### src/rtl/inst_loader.sv
// inst_loader: host-side writer for the instruction-memory write port.
//
// Takes a byte stream (valid/ready), reads a 16-bit little-endian word count N,
// then assembles N little-endian 32-bit words. Each word is written to sequential
// word addresses starting at BASE. The core is held stalled until the image is complete.
//
// Ports:
//   clk           system clock, rising edge
//   reset         asynchronous active-low reset
//   start_i       one-cycle pulse; re-arms the loader from DONE
//   byte_valid_i  host byte valid
//   byte_i        host byte
//   byte_ready_o  loader accepts a byte this cycle
//   mem_write_o   instruction-memory write strobe (one cycle per word)
//   mem_addr_o    instruction-memory write word address
//   mem_data_o    instruction-memory write data
//   stall_o       holds the core while loading
//   done_o        one-cycle pulse when the load completes
//   err_o         sticky: image exceeded DEPTH words
module inst_loader #(
  parameter int unsigned WORD  = 32,
  parameter int unsigned ADDR  = 16,
  parameter int unsigned BASE  = 0,
  parameter int unsigned DEPTH = 1024
) (
  input  logic            clk,
  input  logic            reset,
  input  logic            start_i,
  input  logic            byte_valid_i,
  input  logic [7:0]      byte_i,
  output logic            byte_ready_o,
  output logic            mem_write_o,
  output logic [ADDR-1:0] mem_addr_o,
  output logic [WORD-1:0] mem_data_o,
  output logic            stall_o,
  output logic            done_o,
  output logic            err_o
);

  localparam logic [ADDR-1:0] BaseAddr = ADDR'(BASE);
  localparam logic [16:0]     DepthW   = 17'(DEPTH);

  // StFlush covers the cycle in which the last word is being written: no bytes
  // are accepted there, and DONE (with its done pulse) follows one cycle later.
  typedef enum logic [2:0] {StLen0, StLen1, StData, StFlush, StDone} state_e;

  state_e r_state, w_state_d;

  logic [15:0]      r_n;
  logic [1:0]       r_byte_cnt;
  logic [WORD-9:0]  r_shift;      // first three bytes of the word in progress
  logic [15:0]      r_word_idx;   // words completed so far in this image
  logic [ADDR-1:0]  r_next_addr;
  logic [ADDR-1:0]  r_mem_addr;
  logic [WORD-1:0]  r_mem_data;
  logic             r_write;
  logic             r_done;
  logic             r_err;

  logic             w_xfer;
  logic             w_word_end;
  logic             w_last;
  logic             w_in_range;
  logic [15:0]      w_n_full;

  assign w_xfer     = byte_valid_i && byte_ready_o;
  assign w_n_full   = {byte_i, r_n[7:0]};
  assign w_word_end = (r_state == StData) && w_xfer && (r_byte_cnt == 2'd3);
  assign w_last     = (r_word_idx == (r_n - 16'd1));
  assign w_in_range = ({1'b0, r_word_idx} < DepthW);

  // State register
  always_ff @(posedge clk or negedge reset) begin
    if (!reset) begin
      r_state <= StLen0;
    end else begin
      r_state <= w_state_d;
    end
  end

  // Next-state logic
  always_comb begin
    w_state_d = r_state;
    unique case (r_state)
      StLen0:  if (w_xfer) w_state_d = StLen1;
      StLen1:  if (w_xfer) w_state_d = (w_n_full == 16'd0) ? StDone : StData;
      StData:  if (w_word_end && w_last) w_state_d = StFlush;
      StFlush: w_state_d = StDone;
      StDone:  if (start_i) w_state_d = StLen0;
      default: w_state_d = StLen0;
    endcase
  end

  // State-decoded outputs
  always_comb begin
    byte_ready_o = 1'b0;
    stall_o      = 1'b1;
    unique case (r_state)
      StLen0, StLen1, StData: byte_ready_o = 1'b1;
      StDone:                 stall_o      = 1'b0;
      default:                ;
    endcase
  end

  assign mem_write_o = r_write;
  assign mem_addr_o  = r_mem_addr;
  assign mem_data_o  = r_mem_data;
  assign done_o      = r_done;
  assign err_o       = r_err;

  // Datapath: header capture, word assembly, write strobe and address tracking
  always_ff @(posedge clk or negedge reset) begin
    if (!reset) begin
      r_n         <= '0;
      r_byte_cnt  <= '0;
      r_shift     <= '0;
      r_word_idx  <= '0;
      r_next_addr <= BaseAddr;
      r_mem_addr  <= BaseAddr;
      r_mem_data  <= '0;
      r_write     <= 1'b0;
      r_done      <= 1'b0;
      r_err       <= 1'b0;
    end else begin
      r_write <= 1'b0;
      // done pulses only in the first cycle of DONE
      r_done  <= (w_state_d == StDone) && (r_state != StDone);

      if ((r_state == StDone) && start_i) begin
        r_n         <= '0;
        r_byte_cnt  <= '0;
        r_word_idx  <= '0;
        r_next_addr <= BaseAddr;
        r_err       <= 1'b0;
      end

      if (w_xfer) begin
        if (r_state == StLen0) r_n[7:0]  <= byte_i;
        if (r_state == StLen1) r_n[15:8] <= byte_i;
        if (r_state == StData) begin
          r_shift    <= {byte_i, r_shift[WORD-9:8]};
          r_byte_cnt <= r_byte_cnt + 2'd1;
          if (r_byte_cnt == 2'd3) begin
            r_word_idx <= r_word_idx + 16'd1;
            if (w_in_range) begin
              r_write     <= 1'b1;
              r_mem_data  <= {byte_i, r_shift};
              r_mem_addr  <= r_next_addr;
              r_next_addr <= r_next_addr + 1'b1;
            end else begin
              // word beyond capacity: consumed, not written
              r_err <= 1'b1;
            end
          end
        end
      end
    end
  end

endmodule
### config.mk
export PLATFORM = sky130hd
export DESIGN_NAME = inst_loader
export DESIGN_NICKNAME = d
export VERILOG_FILES = /design/src/rtl/inst_loader.sv
export SDC_FILE = /design/constraint.sdc
export NUM_CORES = 1
export LEC_CHECK = 0
export ABC_CLOCK_PERIOD_IN_PS = 2000
export CORE_MARGIN = 5
export CORE_UTILIZATION = 44
export DETAILED_ROUTE_END_ITERATION = 12
export GPL_TIMING_DRIVEN = 0
export PLACE_DENSITY = 0.72
export SYNTH_ARGS = -nofsm -noshare
export SYNTH_HDL_FRONTEND = slang
export SYNTH_SLANG_ARGS = --single-unit
### constraint.sdc
create_clock -name clk -period 2 [get_ports clk]
set_input_delay 0.3 -clock clk [delete_from_list [all_inputs] [get_ports clk]]
set_output_delay 0.3 -clock clk [all_outputs]
set_load 0.005 [all_outputs]
==> results.cfg <==
[run_status]
status = completed

[setup_path]
critPathMaxFanout = 6
crit_chain = and4bb_2, and2_4, nand3_4, inv_4, buf_6, and3_4, nand4_1, xor2_1, nor2_1
critical_path_buf_inv_count = 2
worstPathRequired_ps = 2300
startpoint_type = flip-flop
r2r-start = r_state[0]$_DFF_PN0_
crit_slowest_cell = dfrtp_2
worstSetupEndpointType = flip-flop
critPathMaxStageDelay_ps = 430
reg2reg_depth = 9
rrSetupSlack_ps = 40
cp.arrival_ps = 2260
timing.rr.end = r_next_addr[10]$_DFF_PN0_
worst_path_dominant_cell_family = simple AND/OR/NAND/NOR gates
critPathKind = flip-flop to flip-flop

[routing]
avgRoutedWirePerCell_um = 16.8
antenna_left = 0
via_count = 4732
routed_via_density = 5.37
drt_pre_antenna_iters = 6
routed_wl_mm = 14.8
drtIter0Drc = 250
drcViolationCount = 0

[clocking]
cts_max_level = 4
path_clk_slew_ps = 60
clockRootBuffer = clkbuf_16
clock_latency_ps = 420
cts_tree = yes
numClockSinks = 128
cts_made_buffers = 17
clock_path_buffers = 2

[placed_design]
portBuffers = 64
dp_hpwl_mm = 9.86
place_inst = 836
dp_slack_ps = -559
place_congestion = 0.883

[power]
p_leak_nw = 3.51
p_per_area_nw_per_um2 = 1340
worst_ir_drop_vdd_mv = 0.826

[synth]
synthCells = 599
yosys_warnings = 0
syn_area_um2 = 5710
yosysSeqAreaShare = 0.561
ys_types = 40
synth-seq-cells = 128
syn_avg_cell_area_um2 = 9.54
synth.net_count = 615

[sta]
worst_clock_skew_ps = 6.55
finalCritPeriodShare = 0.979
setup_viol = 0
hold_violations = 0
worstMarginPinSlew_ps = 607
max_slew_margin = 0.596
whs_ps = 434
min_period_ps = 1960
rsz0062_at_grt = yes
fmax_ghz = 0.511
slew_viol_final = 0
setup_ws_ps = 42.5

[worst_hold_path]
worst_hold_path_type = input pin to async pin

[global_routing]
grt_pass1_wl_mm = 24.5
grt_usage = 0.206
antenna_found_initial = 0
first_global_vias = 4819
overflow = 0
grt_start_max_net_pins = 67

[floorplan]
die_area_um2 = 15400
die_h_um = 124
initial_core_util = 0.451
die_w_um = 124
core-area_um2 = 12700
ios = 65
num_rows = 41

[cells_and_area]
synthToLayoutAreaGrowth_pct = 32.6
fin_cells = 882
diodes = 0
nets = 713
drive_above_1_share = 0.185

[job]
max-cap-violations = 0
where the power goes:
part	leakage, nW	internal (mW)	switching [mW]	total [mW]
logic	1.52	1.50	1.31	2.81
clock network	0.297	2.00	1.29	3.29
registers	1.69	3.31	0.722	4.03
cell usage in the layout (no fill, tap or decap), types with 5 or more instances in the layout:
cell type,synthesis,routed
clkdlybuf4s50_1,0,63
nand3_1,26,24
and3_1,7,6
mux2i_1,6,6
xnor2_1,16,16
nand4_1,6,6
buf_4,1,16
buf_2,8,8
o21ai_0,38,34
xor2_1,11,11
clkbuf_16,0,17
dfrtp_1,128,120
nor4_4,0,6
dfrtp_2,0,8
clkbuf_1,13,8
nor2_1,25,25
o31ai_1,7,6
clkbuf_2,0,6
inv_1,7,5
nand2_1,206,206
a21oi_1,6,5
mux2_2,27,26
cell usage after synthesis:
library cell	n	area, µm²
a21oi_1	6	30.0
nor2_1	25	93.8
a41oi_1	1	8.76
nand2_1	206	773
o31ai_1	7	52.6
clkbuf_1	13	48.8
nand2b_1	4	25.0
and4b_1	1	10.0
xor2_1	11	96.3
mux2i_1	6	60.1
o22ai_1	1	6.26
or3_1	3	18.8
o211ai_1	2	15.0
inv_1	7	26.3
and4_1	3	26.3
nor3_1	7	35.0
nor2b_1	2	12.5
buf_6	1	11.3
and2_1	1	6.26
buf_1	4	15.0
and3_1	7	43.8
and3_2	1	7.51
nor4_1	12	75.1
o21ai_0	38	190
nand4_1	6	37.5
nand4_2	1	12.5
a31oi_1	4	25.0
inv_2	1	3.75
and4bb_2	1	12.5
nand3_1	26	130
buf_4	1	7.51
ha_1	4	50.1
dfrtp_1	128	3200
buf_2	8	40.0
mux2_2	27	304
a22o_1	2	17.5
nor3b_1	2	15.0
xnor2_1	16	140
o2111ai_1	2	17.5
a22oi_1	1	7.51
worst max-delay path by stage:
| stage | from | end | slack, ps | cells past startpoint |
|---|---|---|---|---|
| after floorplan | r_state[0]$_DFF_PN0_ | r_next_addr[10]$_DFF_PN0_ | 50 | 11 |
| after global placement | reset | mem_addr_o[12]$_DFFE_PN0P_ | -4190 | 1 |
| after detailed placement | byte_valid_i | r_next_addr[10]$_DFF_PN0_ | -560 | 11 |
| after CTS | r_state[0]$_DFF_PN0_ | r_next_addr[10]$_DFF_PN0_ | -30 | 10 |
| after global routing | r_state[0]$_DFF_PN0_ | r_next_addr[10]$_DFF_PN0_ | -60 | 9 |
| final | r_state[0]$_DFF_PN0_ | r_next_addr[10]$_DFF_PN0_ | 40 | 9 |
state kept, by name, indices dropped and copies added, names as in the netlist:
| name | cells |
|---|---|
| r_n | 16 |
| r_word_idx | 16 |
| r_byte_cnt | 2 |
| r_state | 3 |
| r_next_addr | 16 |
| err_o | 1 |
| mem_data_o | 32 |
| done_o | 1 |
| mem_write_o | 1 |
| mem_addr_o | 16 |
| r_shift | 24 |
metrics by stage:
stage	setup TNS (ps)	instance area (µm²)	utilization	total power [mW]
global placement	-571980	6570	0.518	6.35
floorplan	0	5710	-	5.27
finish	0	7570	0.598	10.1
detailed placement	-40900	6600	0.521	6.44
global route	-557	7570	0.598	10.7
CTS	-29.2	7400	0.584	9.93
layout make-up:
type	instances	area, µm²
buffer	24	115
clock buffer	17	425
clock inverter	15	199
fill	1040	5100
inverter	8	32.5
multi-input combinational	436	2570
sequential	128	3210
tap	172	215
timing repair buffer	82	800
what timing repair did:
item / 4_1_cts / 5_1_grt
hold endpoints to repair: 65 / 0
gates resized for setup: 30 / 34
setup buffers: 9 / 7
setup endpoints to repair: 92 / 76
pin swaps: 4 / 11
hold buffers: 1 / 0
cells by family after synthesis:
kind of cell | after synthesis | synth area share
compound gates | 64 | 0.0648
simple gates | 308 | 0.234
fa+ha+maj | 4 | 0.00876
mux | 33 | 0.0637
xor+xnor | 27 | 0.0414
flops | 128 | 0.561
buf+inv | 35 | 0.0267
metal layers:
layer | vias to the layer above | part of all wire | track usage
li1 | 2224 | - | -
met1 | 2330 | 0.44 | 0.277
met2 | 160 | 0.50 | 0.341
met3 | 18 | 0.050 | 0.0418
met4 | 0 | 0.011 | 0.0554
met5 | - | 0 | 0
(Power assumes the default switching activity.)
